==> src/rtl/arbiter_rr_n.sv <==
// arbiter_rr_n
//   N_CH-channel round-robin arbiter feeding a single registered output
//   word, with valid/ready handshaking on every port.
//
// Ports
//   i_clk      clock, rising edge
//   i_reset_n  asynchronous active-low reset
//   i_valid    [N_CH]          per-channel request
//   i_data     [N_CH*DATA_W]   per-channel payload, channel k at [k*DATA_W +: DATA_W]
//   o_ready    [N_CH]          per-channel accept (combinational, one-hot or zero)
//   o_valid    output word valid (registered)
//   o_data     [DATA_W] output payload (registered)
//   o_id       [ID_W]   channel that supplied o_data (registered)
//   i_ready    downstream accept

// Per-channel accept: only the winning channel sees o_ready.
module arbiter_rr_n_lane #(
  parameter int IDX  = 0,
  parameter int ID_W = 2
) (
  input  logic            grant_en,
  input  logic [ID_W-1:0] win_idx,
  input  logic            valid,
  output logic            ready
);
  assign ready = grant_en && valid && (win_idx == ID_W'(IDX));
endmodule

module arbiter_rr_n #(
  parameter int N_CH   = 4,
  parameter int DATA_W = 16,
  parameter int ID_W   = $clog2(N_CH)
) (
  input  logic                     i_clk,
  input  logic                     i_reset_n,
  input  logic [N_CH-1:0]          i_valid,
  input  logic [N_CH*DATA_W-1:0]   i_data,
  output logic [N_CH-1:0]          o_ready,
  output logic                     o_valid,
  output logic [DATA_W-1:0]        o_data,
  output logic [ID_W-1:0]          o_id,
  input  logic                     i_ready
);

  logic [N_CH-1:0][DATA_W-1:0] data_arr;
  logic [ID_W-1:0]             r_last;
  logic [ID_W-1:0]             win_idx;
  logic [ID_W-1:0]             cand;
  logic                        win_found;
  logic                        load;
  logic                        grant_en;
  logic                        xfer_in;

  assign data_arr = i_data;

  // Output register can accept a word when empty or draining this cycle.
  assign load = ~o_valid | i_ready;

  // Rotating search: start just after the last winner, wrap through r_last.
  always_comb begin
    win_found = 1'b0;
    win_idx   = '0;
    cand      = '0;
    for (int off = 1; off <= N_CH; off++) begin
      cand = ID_W'((int'(r_last) + off) % N_CH);
      if (!win_found && i_valid[cand]) begin
        win_found = 1'b1;
        win_idx   = cand;
      end
    end
  end

  // Gated with reset so no source sees an accept while the block is held.
  assign grant_en = load && win_found && i_reset_n;
  assign xfer_in  = grant_en;

  for (genvar k = 0; k < N_CH; k++) begin : g_lane
    arbiter_rr_n_lane #(.IDX(k), .ID_W(ID_W)) u_lane (
      .grant_en (grant_en),
      .win_idx  (win_idx),
      .valid    (i_valid[k]),
      .ready    (o_ready[k])
    );
  end

  always_ff @(posedge i_clk or negedge i_reset_n) begin
    if (!i_reset_n) begin
      o_valid <= 1'b0;
      o_data  <= '0;
      o_id    <= '0;
      r_last  <= ID_W'(N_CH - 1);   // channel 0 wins first
    end else if (xfer_in) begin
      o_valid <= 1'b1;
      o_data  <= data_arr[win_idx];
      o_id    <= win_idx;
      r_last  <= win_idx;
    end else if (o_valid && i_ready) begin
      o_valid <= 1'b0;              // drained, payload kept
    end
  end

endmodule

==> config.mk <==
export PLATFORM = sky130hd
export DESIGN_NAME = arbiter_rr_n
export DESIGN_NICKNAME = d
export VERILOG_FILES = /design/src/rtl/arbiter_rr_n.sv
export SDC_FILE = /design/constraint.sdc
export NUM_CORES = 1
export LEC_CHECK = 0
export BUFFER_PORTS_ARGS = -buffer_cell sky130_fd_sc_hd__buf_2
export CORE_MARGIN = 8
export CORE_UTILIZATION = 34
export DETAILED_ROUTE_END_ITERATION = 16
export GPL_TIMING_DRIVEN = 0
export HOLD_SLACK_MARGIN = 0.1
export PLACE_DENSITY_LB_ADDON = 0.3
export SKIP_CTS_REPAIR_TIMING = 1
export SYNTH_ARGS = -nofsm -noshare
export SYNTH_HDL_FRONTEND = slang
export SYNTH_HIERARCHICAL = 1
export SYNTH_SLANG_ARGS = --single-unit
==> constraint.sdc <==
create_clock -name i_clk -period 4.3 [get_ports i_clk]
set_clock_uncertainty 0.15 [all_clocks]
set_input_delay 0.215 -clock i_clk [delete_from_list [all_inputs] [get_ports i_clk]]
set_output_delay 0.215 -clock i_clk [all_outputs]
set_load 0.02 [all_outputs]
==> flow_metrics.tcl <==
set metrics [dict create \
    cts_root_buf "clkbuf_8" \
    drive_gt1_share_pct 46.92 \
    synth_edf_count 0 \
    synth-seq-cells 21 \
    synthesis.area_um2 1513 \
    crit_chain "mux2i_1, a2bb2oi_2, and2_4, buf_12, buf_12, inv_1, and4bb_2, buf_2" \
    fmax_ghz 0.3718 \
    hold_path.class "input port to flip-flop" \
    synth_common_cells "nand2_1, dfrtp_1, a21boi_0, mux2i_1, and3_1" \
    fp.dieW_um 82.70 \
    antenna_found_initial 0 \
    r2r_cells 6 \
    stdcell_count 312 \
    io_buffers 93 \
    r2r_start "r_last[1]" \
    synth_top_cell_by_area "dfrtp_1" \
    status "completed" \
    track_usage_pct 13.60 \
    ios 94 \
    drtIter0Drc 43 \
    ys_seq_area_share_pct 34.90 \
    drc 0 \
    holdPathStages 3 \
    r2r_end "o_data[15]" \
    synth_most_common_cell "nand2_1" \
    multiInputGateArea_um2 880.8 \
    yosys-top-cells-area "dfrtp_1, mux2i_1, a21boi_0" \
    seq_area_um2 528.0 \
    hold_start "i_data[58]" \
    gr-total-overflow 0 \
    drv_cap 0 \
    cts-buffers-inserted 3 \
    setup_viol 0 \
    crit_required_ns 3.93 \
    syn_to_final_growth_pct 39.37 \
    cts_tree "done" \
    numClockSinks 21 \
    num_vias 1557 \
    slowest_delay_ns 0.60 \
    wirelength_um 4888 \
    report.final.slew_viol_count 0 \
    grt_pass1_wl_um 7293 \
    ys.flop_type "dfrtp_1" \
    end_kind "output port" \
    crit_slowest_cell "dfstp_2" \
    synth_nets 232 \
    place_hpwl_um 3859 \
    ir_worst_vdd_mv 0.1439 \
    hold_violations 0 \
    syn_area_per_cell_um2 9.396 \
    grt_max_degree 24 \
    relSlewSlack_pct 63.79 \
    dieArea_um2 6839 \
    path_clk_slew_ns 0.08 \
    core_area_um2 4324 \
    tightest_slew_ns 0.5432 \
    postSynthCellCount 161 \
    crit_type "flip-flop to output port" \
    htreeDepth 1 \
    grt_pass1_vias 1578 \
    yosysWarnings 6 \
    worstSetupStartpointType "flip-flop" \
    synth_top_area_share_pct 31.43 \
    fin_crit_ns 2.689 \
    num-fill-cells 464 \
    path_max_fanout 10 \
    drtAntennaViolNets 0 \
    cts_max_path_buffers 2 \
    synth-async-reset-ratio_pct 100.0 \
    wl_per_cell_um 15.67 \
    tns_ns 0 \
    utilization_pct 48.76 \
    p_leak_uw 0.001123 \
    crit_top_cell "buf_12" \
    hold_end "o_data[10]" \
    clkLatencyLatePin_ns 0.26 \
    powerDensity_nw_per_um2 400.5 \
    diodes 0 \
    cp-startpoint "r_last[1]" \
    design_area_um2 2108 \
    viasPerCell 4.990 \
    nets 332 \
    initial_core_util_pct 34.98 \
    worstPathArrival_ns 2.32 \
    period_share_pct 62.55 \
    rsz0062_at_grt "no" \
    regToRegSetupSlack_ns 2.09 \
    dr.pass1.iters 4 \
    dp_cells 306 \
    rows 24 \
    die_h_um 82.70 \
    placed_area_um2 2043 \
    ys_types 35 \
    gp_congestion 0.7265 \
]
cells by family after synthesis:
group	Yosys count	share of synthesized area (%)
AO/OA/AOI/OAI	55	26.80
AND/OR/NAND/NOR	54	20.18
flip-flops	21	34.91
multiplexers	17	11.25
buffers and inverters	14	6.864
placed cells by master (no fill, tap or decap), drive strengths merged, types with 2 or more instances in the layout:
cell	netlist	routed
mux2i	17	17
a21oi	2	2
nand2	23	23
inv	2	2
o211ai	16	16
clkbuf	4	8
and4b	2	2
dfstp	2	2
a21boi	17	17
buf	8	101
dfrtp	19	19
dlygate4sd3	0	2
nor2	4	4
and3	16	16
nand2b	2	2
o21ai	16	16
sequential cells by signal, summed over array words and instances (netlist names):
| register | cells |
|---|---|
| o_id | 2 |
| o_valid | 1 |
| r_last | 2 |
| o_data | 16 |
worst max-delay path by stage:
stage,slack [ns],depth (start not counted),end
3_3_place_gp,1.92,8,o_ready[0]
4_1_cts,1.60,8,o_ready[0]
3_5_place_dp,1.90,8,o_ready[0]
6_report,1.61,8,o_ready[0]
2_1_floorplan,2.12,7,o_ready[0]
5_1_grt,1.47,8,o_ready[0]
critical path: cells and delay by family, from the launching register on:
kind | cells | cell delay, ns
compound gates | 1 | 0.25
flops | 1 | 0.60
buf+inv | 4 | 0.51
mux | 1 | 0.22
simple gates | 2 | 0.48
through the flow:
step                total power (uW)  worst slack, ns  hold slack (ns)
floorplan                      573.3            2.116          -0.2306
global placement               712.2            1.917          0.07805
detailed placement             719.7            1.897          0.08339
CTS                            853.0            1.601          -0.2060
global route                   899.4            1.473           0.1147
finish                         844.4            1.611           0.1060
layer usage:
layer	vias to the layer above	GRT usage [%]	part of all wire, %
li1	786	-	-
met1	711	15.48	40
met2	54	24.79	53
met3	6	2.056	5.4
met4	0	5.172	1.6
met5	-	0	0
power by group:
group,switching (uW),internal [uW],total (uW)
sequential,33.0,260,293
clock,66.6,66.1,133
combinational,239,181,419
cell type report:
class | count | area share, %
clock buffer | 4 | 2.137
tap | 52 | 3.086
inverter | 2 | 0.3561
sequential | 21 | 25.04
buffer | 12 | 4.570
multi-input combinational | 126 | 41.78
timing repair buffer | 95 | 23.03
Note: power is estimated with default switching activity, not from simulation.
